==> src/rtl/ad7476a_sample_arbiter.sv <==
// Round-robin arbiter that shares one AD7476A interface between NUM_REQ clients.
// It issues one conversion per grant, returns the sample with an ack, and aborts a conversion that stalls.
module ad7476a_sample_arbiter #(
    parameter int unsigned NUM_REQ        = 4,
    parameter int unsigned DATA_WIDTH     = 12,
    parameter int unsigned TIMEOUT_CYCLES = 256
) (
    input  logic                  clk_i,
    input  logic                  rst_i,
    input  logic [NUM_REQ-1:0]    req_i,
    output logic [NUM_REQ-1:0]    ack_o,
    output logic [DATA_WIDTH-1:0] data_o,
    output logic [NUM_REQ-1:0]    grant_o,
    output logic                  busy_o,
    output logic                  timeout_o,
    output logic                  adc_request_o,
    input  logic [DATA_WIDTH-1:0] adc_data_i,
    input  logic                  adc_data_valid_i
);

    localparam int unsigned IDX_W = (NUM_REQ > 1) ? $clog2(NUM_REQ) : 1;
    localparam int unsigned CNT_W = $clog2(TIMEOUT_CYCLES + 1);

    localparam logic [CNT_W-1:0] CNT_LAST = CNT_W'(TIMEOUT_CYCLES - 1);
    localparam logic [CNT_W-1:0] CNT_MAX  = {CNT_W{1'b1}};
    localparam logic [IDX_W-1:0] IDX_LAST = IDX_W'(NUM_REQ - 1);

    localparam logic [1:0] ST_IDLE    = 2'd0;
    localparam logic [1:0] ST_ISSUE   = 2'd1;
    localparam logic [1:0] ST_WAIT    = 2'd2;
    localparam logic [1:0] ST_DELIVER = 2'd3;

    logic [1:0]            state_q, state_d;
    logic [IDX_W-1:0]      winner_q, winner_d;
    logic [IDX_W-1:0]      ptr_q, ptr_d;
    logic [CNT_W-1:0]      cnt_q, cnt_d;
    logic [DATA_WIDTH-1:0] data_d;
    logic                  timeout_d;
    logic                  pick_valid;
    logic [IDX_W-1:0]      pick_idx;
    logic [NUM_REQ-1:0]    winner_onehot;

    // Client index base+off, wrapping past NUM_REQ-1 back to 0.
    function automatic logic [IDX_W-1:0] wrap_add(input logic [IDX_W-1:0] base,
                                                  input int unsigned     off);
        int unsigned s;
        s = 32'(base) + off;
        if (s >= NUM_REQ) begin
            s = s - NUM_REQ;
        end
        return IDX_W'(s);
    endfunction

    function automatic logic [IDX_W-1:0] next_ptr(input logic [IDX_W-1:0] idx);
        return (idx == IDX_LAST) ? '0 : idx + IDX_W'(1);
    endfunction

    // First requesting client searching upward from the round-robin pointer.
    always_comb begin
        pick_valid = 1'b0;
        pick_idx   = '0;
        for (int unsigned i = 0; i < NUM_REQ; i++) begin
            if (!pick_valid && req_i[wrap_add(ptr_q, i)]) begin
                pick_valid = 1'b1;
                pick_idx   = wrap_add(ptr_q, i);
            end
        end
    end

    always_comb begin
        state_d   = state_q;
        winner_d  = winner_q;
        ptr_d     = ptr_q;
        cnt_d     = cnt_q;
        data_d    = data_o;
        timeout_d = 1'b0;
        case (state_q)
            ST_IDLE: begin
                if (pick_valid) begin
                    winner_d = pick_idx;
                    state_d  = ST_ISSUE;
                end
            end
            ST_ISSUE: begin
                cnt_d   = '0;
                state_d = ST_WAIT;
            end
            ST_WAIT: begin
                // A strobe in the expiry cycle still delivers the sample.
                if (adc_data_valid_i) begin
                    data_d  = adc_data_i;
                    state_d = ST_DELIVER;
                end else if (cnt_q >= CNT_LAST) begin
                    timeout_d = 1'b1;
                    ptr_d     = next_ptr(winner_q);
                    state_d   = ST_IDLE;
                end else if (cnt_q != CNT_MAX) begin
                    cnt_d = cnt_q + CNT_W'(1);
                end
            end
            ST_DELIVER: begin
                ptr_d   = next_ptr(winner_q);
                state_d = ST_IDLE;
            end
            default: begin
                state_d = ST_IDLE;
            end
        endcase
    end

    assign winner_onehot = {{(NUM_REQ-1){1'b0}}, 1'b1} << winner_d;

    // Outputs are registered from the next state so they line up with the state they describe.
    always_ff @(posedge clk_i) begin
        if (rst_i) begin
            state_q       <= ST_IDLE;
            winner_q      <= '0;
            ptr_q         <= '0;
            cnt_q         <= '0;
            data_o        <= '0;
            ack_o         <= '0;
            grant_o       <= '0;
            busy_o        <= 1'b0;
            timeout_o     <= 1'b0;
            adc_request_o <= 1'b0;
        end else begin
            state_q       <= state_d;
            winner_q      <= winner_d;
            ptr_q         <= ptr_d;
            cnt_q         <= cnt_d;
            data_o        <= data_d;
            ack_o         <= (state_d == ST_DELIVER) ? winner_onehot : '0;
            grant_o       <= (state_d != ST_IDLE) ? winner_onehot : '0;
            busy_o        <= (state_d != ST_IDLE);
            timeout_o     <= timeout_d;
            adc_request_o <= (state_d == ST_ISSUE);
        end
    end

endmodule

==> config.mk <==
export PLATFORM = sky130hd
export DESIGN_NAME = ad7476a_sample_arbiter
export DESIGN_NICKNAME = d
export VERILOG_FILES = /design/src/rtl/ad7476a_sample_arbiter.sv
export SDC_FILE = /design/constraint.sdc
export NUM_CORES = 1
export LEC_CHECK = 0
export CORE_UTILIZATION = 32
export CTS_CLUSTER_DIAMETER = 100
export CTS_CLUSTER_SIZE = 30
export DETAILED_ROUTE_END_ITERATION = 10
export PLACE_DENSITY = 0.68
export RECOVER_POWER = 100
export SETUP_SLACK_MARGIN = 0.15
export SLEW_MARGIN = 20
export SYNTH_ARGS = -nofsm -noshare
export SYNTH_HDL_FRONTEND = slang
export SYNTH_SLANG_ARGS = --single-unit
export TNS_END_PERCENT = 50
==> constraint.sdc <==
create_clock -name clk_i -period 2.5 [get_ports clk_i]
set_input_delay 0.25 -clock clk_i [delete_from_list [all_inputs] [get_ports clk_i]]
set_output_delay 0.25 -clock clk_i [all_outputs]
set_load 0.005 [all_outputs]
==> flow_metrics.env <==
export IMPL_crit_arrival_ps=2380
export IMPL_drtPass1Iterations=4
export IMPL_slew_headroom_pct=55.8
export IMPL_drive_above_1_share_pct=4.42
export IMPL_fin_crit_ps=2220
export IMPL_yosysMostFrequentCell="dfxtp_1"
export IMPL_gp_congestion=0.791
export IMPL_syn_nets=207
export IMPL_postSynthAreaPerCell_um2=8.70
export IMPL_start_util_pct=33.7
export IMPL_synth_area_top_cells="dfxtp_1 (48%), nand2_1 (8.2%), a21oi_1 (6.3%), nor2_1 (4.2%), ha_1 (3.1%)"
export IMPL_rr_startpoint="cnt_q[6]$_SDFFE_PP0P_"
export IMPL_status="completed"
export IMPL_p_leak_nw=0.821
export IMPL_worstPathCellList="and4_1, nand2_1, nor2_1, ha_1, or2_0, o311ai_0, mux2i_1, nor2_1"
export IMPL_hold_end="data_o[4]$_SDFFE_PP0P_"
export IMPL_min_path_cells=2
export IMPL_ys_seq_area_share_pct=47.5
export IMPL_crit_type="register to register"
export IMPL_crit_family="simple AND/OR/NAND/NOR gates"
export IMPL_grt_pass1_vias=1286
export IMPL_clk_pin_slew_ps=60
export IMPL_ant_nets=0
export IMPL_fmaxAchievable_mhz=450
export IMPL_p_seq_share_pct=51.6
export IMPL_clock_sinks=38
export IMPL_maxSlewViolCount=0
export IMPL_cts_max_path_buffers=2
export IMPL_synth_commonest_cells="dfxtp_1 (38), nand2_1 (35), a21oi_1 (20)"
export IMPL_combPwrFrac_pct=17.7
export IMPL_synth_edf_count=0
export IMPL_slowest_stage="o311ai_0"
export IMPL_regArea_um2=761
export IMPL_cpMostUsedCell="nor2_1"
export IMPL_internal_power_w=0.000974
export IMPL_synth_top_area_share_pct=47.5
export IMPL_cp_buffers_inverters=0
export IMPL_critPathLaunchType="register"
export IMPL_tns_ps=0
export IMPL_ir_worst_vdd_mv=0.214
export IMPL_dp_cells=287
export IMPL_gr_usage_all_layers_pct=13.9
export IMPL_portBuffers=41
export IMPL_yosys_warnings=0
export IMPL_worst_path_max_fanout=3
export IMPL_drcViolationCount=0
export IMPL_finalCritPeriodShare_pct=88.9
export IMPL_cts_htree_levels=2
export IMPL_synth_top_flop_cell="dfxtp_1"
export IMPL_r2r_cells=8
export IMPL_grt_ovfl_total=0
export IMPL_root_buffer="clkbuf_8"
export IMPL_design_area_um2=2140
export IMPL_post_cts_resized=0
export IMPL_finalSetupViolations=0
export IMPL_core_area_um2=4750
export IMPL_fillers=508
export IMPL_final_hold_viol_count=0
export IMPL_viasPerCell=4.77
export IMPL_wl_mm=3.34
export IMPL_worst_r2r_endpoint="ptr_q[1]$_SDFFE_PP0P_"
export IMPL_clock_latency_ps=280
export IMPL_p_clk_share_pct=30.7
export IMPL_antenna_found_initial=0
export IMPL_hold_class="register to register"
export IMPL_netlist_area_um2=1600
export IMPL_die_h_um=72.7
export IMPL_async_flop_share_pct=0
export IMPL_yosysTopAreaCell="dfxtp_1"
export IMPL_nNetsFinal=250
export IMPL_ioPinCount=42
export IMPL_fin_skew_ps=3.79
export IMPL_synth_seq_cells=38
export IMPL_tightest_slew_ps=661
export IMPL_cts_buffers=5
export IMPL_layoutNonFillerInstCount=293
export IMPL_hold_start="data_o[4]$_SDFFE_PP0P_"
export IMPL_crit_required_ps=2650
export IMPL_synthCells=184
export IMPL_die_w_um=72.7
export IMPL_num_rows=25
export IMPL_powerDensity_nw_per_um2=610
export IMPL_drt_iter0_markers=56
export IMPL_holdWs_ps=450
export IMPL_power_switching_fraction_pct=25.5
export IMPL_wl_per_cell_um=11.4
export IMPL_placed_cell_area_um2=2080
export IMPL_grt_max_degree=20
export IMPL_die_area_um2=5290
export IMPL_cts_setup_buffers=0
export IMPL_maxCapViolations=0
export IMPL_rsz0062_at_grt="false"
export IMPL_cts_hold_buf=0
export IMPL_grt_pass1_wl_mm=5.64
export IMPL_cts_tree="done"
export IMPL_multi_input_area_um2=785
export IMPL_area_growth_pct=33.9
export IMPL_vias=1399
export IMPL_r2r_slack_ps=280
export IMPL_hpwl_mm=2.47
export IMPL_synth_distinct_cells=37
export IMPL_worstSetupEndpointType="register"
export IMPL_switchingPower_w=0.000334
export IMPL_n_antenna_cell=0
export IMPL_cpPeakStageDelay_ps=610
==> cell type report <==
class	count	share of cell area [%]
sequential	38	35.5
clock buffer	6	3.85
tap	67	3.91
timing repair buffer	42	19.5
inverter	4	0.700
multi-input combinational	136	36.6
==> worst max-delay path by stage <==
stage | from | cells past startpoint | to
2_1_floorplan | cnt_q[0]$_SDFFE_PP0P_ | 9 | cnt_q[0]$_SDFFE_PP0P_
6_report | cnt_q[6]$_SDFFE_PP0P_ | 8 | ptr_q[1]$_SDFFE_PP0P_
3_3_place_gp | cnt_q[0]$_SDFFE_PP0P_ | 9 | cnt_q[0]$_SDFFE_PP0P_
4_1_cts | cnt_q[0]$_SDFFE_PP0P_ | 9 | cnt_q[0]$_SDFFE_PP0P_
3_5_place_dp | cnt_q[0]$_SDFFE_PP0P_ | 9 | cnt_q[0]$_SDFFE_PP0P_
5_1_grt | cnt_q[6]$_SDFFE_PP0P_ | 8 | ptr_q[1]$_SDFFE_PP0P_
==> stage by stage <==
step	power (W)	setup slack [ps]	utilization, %
floorplan	0.000818	571	-
global placement	0.000931	372	43.7
detailed placement	0.000935	340	43.7
CTS	0.00134	332	45.4
global route	0.00138	146	45.1
finish	0.00131	277	45.1
==> worst register-to-register path: stages (launching register included) <==
cell	delay, ps
dfxtp_1	330
and4_1	240
nand2_1	110
nor2_1	70
ha_1	180
or2_0	250
o311ai_0	610
mux2i_1	250
nor2_1	50
==> layout by cell type (no fill, tap or decap), types with 4 or more instances in the layout <==
cell type / n
dlygate4sd3_1: 24
nor2_1: 18
or3_1: 4
a21oi_1: 20
dfxtp_1: 38
clkdlybuf4s50_1: 17
nand2_1: 36
nand2b_1: 5
inv_1: 4
nor3_1: 7
ha_1: 4
nand3_1: 5
clkbuf_8: 6
==> metal layers <==
layer | wire length (um) | global-route usage [%] | share of wire [%] | up-vias
li1 | - | - | - | 721
met1 | 1570 | 17.0 | 47 | 642
met2 | 1590 | 23.3 | 48 | 30
met3 | 130 | 4.14 | 3.9 | 6
met4 | 41 | 4.58 | 1.2 | 0
met5 | 0 | 0 | 0 | -
==> sequential cells by signal, summed over array words and instances (netlist names) <==
name           flops
ack_o              4
adc_request_o      1
busy_o             1
cnt_q              9
data_o            12
grant_o            4
ptr_q              2
state_q            2
timeout_o          1
winner_q           2
==> power groups by stage <==
stage	clock network (W)	logic [W]	registers, W
2_1_floorplan	0	0.000130	0.000688
6_report	0.000402	0.000231	0.000675
3_3_place_gp	0	0.000241	0.000690
4_1_cts	0.000416	0.000245	0.000677
5_1_grt	0.000438	0.000259	0.000679
3_5_place_dp	0	0.000244	0.000691
==> cells by family after synthesis <==
family                   synth area share (%)
AND/OR/NAND/NOR                          29.6
multiplexers                             1.95
XOR/XNOR                                 2.73
flip-flops                               47.5
adder cells (fa/ha/maj)                  3.13
AO/OA/AOI/OAI                            12.6
buffers and inverters                    2.50
No activity file was read; power rests on OpenSTA's default activity.
==> variant 1 (same flow settings) <==
Remove the register `timeout_o`: a continuous assignment takes its place, so the output `timeout_o` follows one clock earlier.
--- a/src/rtl/ad7476a_sample_arbiter.sv
+++ b/src/rtl/ad7476a_sample_arbiter.sv
@@ -123,3 +123,2 @@
             busy_o        <= 1'b0;
-            timeout_o     <= 1'b0;
             adc_request_o <= 1'b0;
@@ -134,3 +133,2 @@
             busy_o        <= (state_d != ST_IDLE);
-            timeout_o     <= timeout_d;
             adc_request_o <= (state_d == ST_ISSUE);
@@ -139,2 +137,4 @@
 
+    assign timeout_o = timeout_d;
+
 endmodule
Function: same outputs for any inputs over 10 cycles, from zero or initial values and one cycle with rst_i high; that may be too few to reach the edited logic, so the function may still have changed.
==> variant 1 against the original RTL <==
Critical endpoint is now timeout_o; critical path depth did not move; non-clock buffer count rose by 5; total power fell by 1.7%; global-route usage rose by 0.99 points; cell count rose by 5.8%; sequential cell count fell by 1; combinational power rose by 8%; routed wire length rose by 16%; cell area rose by 5.3%; setup slack got worse by 0.019 ns; area after synthesis rose by 5.5%.
==> variant 1: results (changes against the original RTL) <==
outcome finished clean; Max stage delay on crit path 0.37 ns (-0.24 ns); Core Util, Final 44.2% (-0.91 points); syn_area_per_cell 8.80 um^2 (+1.1%); final WL 3860 um (+16%); Netlist cell types 47 (+27%); Layout fillers 512 (+0.79%); met3 WL post-DR 204 um (+57%); Setup Slack @ Placement 0.266 ns (-0.0733 ns); vias in the first global route 1,391 (+8.2%); worst-margin pin slew 0.613 ns (-0.0485 ns); Avg Vias per Cell 4.91 (+2.8%); largest net degree at the start of global routing 16 (-20%); fraction of layout instances using a drive strength above 1 8.75% (+4.3 points); Post-synth top cells dfxtp_1, nand2_1, a21oi_1; Net Switching 0.346 mW (+3.7%); global-route wire length before repair 6310 um (+12%); Placement Cell Area 2200 um^2 (+5.9%); vias after detailed routing 1,522 (+8.8%); GRT Total Usage 14.8% (+0.99 points); DP HPWL 2770 um (+12%); Worst Path Arrival 1.99 ns (-0.39 ns); GRT met2 Usage 24.3% (+1.1 points); sequential share of the synthesized area 43.9% (-3.6 points); met2 WL post-DR 1770 um (+11%); Area contributors post-synth dfxtp_1, nand2_1, a21oi_1; Resized Gates After CTS 5 (+5); clock skew 0.00319 ns (-0.000608 ns); Iter 0 DRT Violations 60 (+7.1%); Post-Place Cells 302 (+5.2%); Peak supply drop 0.390 mV (+82%); Post-synth ARST share 0% (unchanged); M1 wire length 1840 um (+17%); met3 usage 4.42% (+0.27 points); gpl congestion 0.798 (+0.92%); Slowest cell on crit path dfxtp_1; final net count 262 (+4.8%)
[variant 1: cell types whose count changed after synthesis, sizes merged, moves of 4 or more]
cell,delta
or4,+5
o21ai,+5
nor4,+4
a211oi,+6
nor2,-8
nor3,-4
[variant 1: final cells by class]
type	instances	share of cell area (%)
timing repair buffer	47	20.0
inverter	5	0.831
sequential	37	32.8
multi-input combinational	143	38.9
tap	70	3.88
clock inverter	2	0.443
clock buffer	6	3.22
[variant 1: worst reg2reg max path, delay by kind of cell, from the launching register on]
kind	cells	cell delay, ns
AO/OA/AOI/OAI	2	0.42
flip-flops	1	0.33
adder cells (fa/ha/maj)	2	0.42
AND/OR/NAND/NOR	4	0.99
[variant 1: cells by family after synthesis]
| group | share of synthesized area, % |
|---|---|
| AND/OR/NAND/NOR | 26.9 |
| AO/OA/AOI/OAI | 20.4 |
| flip-flops | 43.9 |
| buffers and inverters | 2.96 |
| multiplexers | 2.96 |
| adder cells (fa/ha/maj) | 2.96 |
[variant 1: worst paths after layout]
check | start | endpoint | slack, ns
max | cnt_q[0]$_SDFFE_PP0P_ | timeout_o | 0.26
min | data_o[9]$_SDFFE_PP0P_ | data_o[9]$_SDFFE_PP0P_ | 0.45
max reg2reg | cnt_q[0]$_SDFFE_PP0P_ | cnt_q[4]$_SDFFE_PP0P_ | 0.27
min reg2reg | data_o[9]$_SDFFE_PP0P_ | data_o[9]$_SDFFE_PP0P_ | 0.45
[variant 1: power by group through the flow]
stage	Combinational (mW)	Clock, mW	Sequential (mW)
after floorplan	0.155	0	0.659
after global placement	0.265	0	0.663
after detailed placement	0.268	0	0.664
after CTS	0.270	0.400	0.651
after global routing	0.277	0.428	0.655
final	0.249	0.388	0.649
==> variant 2 (same flow settings) <==
Made on the original files. `DATA_WIDTH`: 12 -> 18.
--- a/src/rtl/ad7476a_sample_arbiter.sv
+++ b/src/rtl/ad7476a_sample_arbiter.sv
@@ -4,3 +4,3 @@
     parameter int unsigned NUM_REQ        = 4,
-    parameter int unsigned DATA_WIDTH     = 12,
+    parameter int unsigned DATA_WIDTH     = 18,
     parameter int unsigned TIMEOUT_CYCLES = 256
Ports: changed (resized adc_data_i and data_o); port bits go from 42 to 54. The function was not compared with the original's and may differ.
==> variant 2 against the original RTL <==
Cell area is 22% higher; clock skew shrank 0.0017 ns; sequential cell count is 6 higher; combinational power rose by 26%; sequential share of layout area is 1.8 points lower; total power increased by 19%; setup slack got worse by 0.21 ns; routed wire length rose by 30%; area after synthesis rose by 11%; critical path type unchanged; critical endpoint is now cnt_q[5]$_SDFFE_PP0P_; largest cell class unchanged; largest power group unchanged.
==> variant 2: results (changes against the original RTL) <==
outcome finished clean; vias after detailed routing 1,659 (+19%); crit-path max FO 6 (+3); Worst Path Arrival 2.60 ns (+0.22 ns); final net count 302 (+21%); Avg WL per Cell 12.7 um (+12%); HP Class reg2reg; Post-synth ARST share 0% (unchanged); syn_area_per_cell 8.61 um^2 (-1.0%); clock skew 0.00211 ns (-0.00169 ns); largest net degree at the start of global routing 19 (-5.0%); GRT Total Usage 15.7% (+1.8 points); worst skew pair latency 0.28 ns (about the same); Num CTS Buffers 5 (unchanged); CTS H-Tree Depth 2 (unchanged); Antenna diodes 0 (unchanged); Clk Tree Root Cell clkbuf_8; # setup viols final 0 (unchanged); PortBufs 53 (+29%); vias in the first global route 1,638 (+27%); Netlist cell types 37 (unchanged); largest registers data_o: 18 flops, cnt_q: 9 flops; final cell count without fillers 342 (+17%); Post-Place Cells 328 (+14%); Primary FF master, synth dfxtp_1; Peak supply drop 0.345 mV (+61%); Reg clk slew, reported paths 0.08 ns (+0.02 ns); gpl congestion 0.799 (+1.0%); Ys Warns 0 (unchanged); syn nets 235 (+14%); Longest Clk Path Bufs 2 (unchanged); initial antenna violation count 0 (unchanged); worst-margin pin slew 0.792 ns (+0.130 ns); worst hold stages 2 (unchanged); fraction of layout instances using a drive strength above 1 13.6% (+9.2 points); leakage power 1.04 nW (+27%); max-cap violations 0 (unchanged); DP HPWL 2930 um (+19%); Setup Slack @ Placement 0.0292 ns (-0.310 ns); Area contributors post-synth dfxtp_1, nand2_1, a21oi_1; Post-synth top cells nand2_1, dfxtp_1, a21oi_1; sequential share of the synthesized area 49.6% (+2.1 points); global-route wire length before repair 7380 um (+31%); Iter 0 DRT Violations 64 (+14%); R2R depth 12 (+4); DRT Pass-1 Iters 4 (unchanged)
-- variant 2: cell types whose count changed after synthesis, sizes merged, moves of 3 or more --
cell	unedited run	this run
a21oi	20	29
xor2	3	0
nand2	36	45
o31ai	0	3
dfxtp	38	44
nor3	7	3
-- variant 2: area by class of cell --
cell class	instances	area, um^2
inverter	5	18.8
fill	535	2610
multi-input combinational	150	898
clock inverter	1	30.0
timing repair buffer	67	636
clock buffer	5	68.8
sequential	44	885
tap	70	87.6
-- variant 2: worst max-delay path, stage by stage (launching register included) --
cell and delay [ns]:
dfxtp_2 0.34, ha_4 0.16, nand2_2 0.07, inv_2 0.04
and3_4 0.18, ha_4 0.15, or4b_4 0.50, nor3_4 0.26
buf_4 0.16, buf_6 0.11, o2111a_1 0.18, xnor2_1 0.12
nor2_1 0.05
-- variant 2: final timing paths --
path | slack (ns) | start | end
min | 0.45 | data_o[0]$_SDFFE_PP0P_ | data_o[0]$_SDFFE_PP0P_
max | 0.07 | cnt_q[0]$_SDFFE_PP0P_ | cnt_q[5]$_SDFFE_PP0P_
min reg2reg | 0.45 | data_o[0]$_SDFFE_PP0P_ | data_o[0]$_SDFFE_PP0P_
max reg2reg | 0.07 | cnt_q[0]$_SDFFE_PP0P_ | cnt_q[5]$_SDFFE_PP0P_
-- variant 2: repair_timing --
item	in CTS	in global routing
endpoints found under the setup margin	9	10
buffers inserted	5	3
resized for setup	7	6
pin swaps	3	5
-- variant 2: per-stage QoR --
stage               power [mW]  instance area, um^2  hold slack, ns
floorplan                0.930                 1780           0.327
global placement          1.07                 2420           0.442
detailed placement        1.07                 2420           0.446
CTS                       1.59                 2590           0.457
global route              1.66                 2620           0.483
finish                    1.56                 2620           0.452
-- variant 2: power by group --
part | internal, mW | switching [mW] | leakage, nW | total, mW
clock | 0.287 | 0.217 | 0.0501 | 0.504
combinational | 0.148 | 0.142 | 0.632 | 0.290
sequential | 0.743 | 0.0255 | 0.358 | 0.769
-- variant 2: cells by family (layout without fill, tap and decap cells) --
| logic type | Yosys count | after routing | synth area share (%) |
|---|---|---|---|
| muxes | 3 | 3 | 1.69 |
| DFF | 44 | 44 | 49.6 |
| AOI/OAI and AO/OA | 49 | 49 | 16.8 |
| xor gates and xnor gates | 2 | 2 | 0.987 |
| adders and majority gates | 4 | 4 | 2.82 |
| buffers and inverters | 12 | 78 | 2.96 |
| and+or+nand+nor | 92 | 92 | 25.1 |
-- variant 2: metal layers --
layer | vias to the layer above | wire [um] | track usage (%)
met2 | 41 | 2320 | 28.1
li1 | 848 | - | -
met4 | 0 | 55 | 5.19
met5 | - | 0 | 0
met1 | 764 | 1850 | 18.3
met3 | 6 | 126 | 3.47
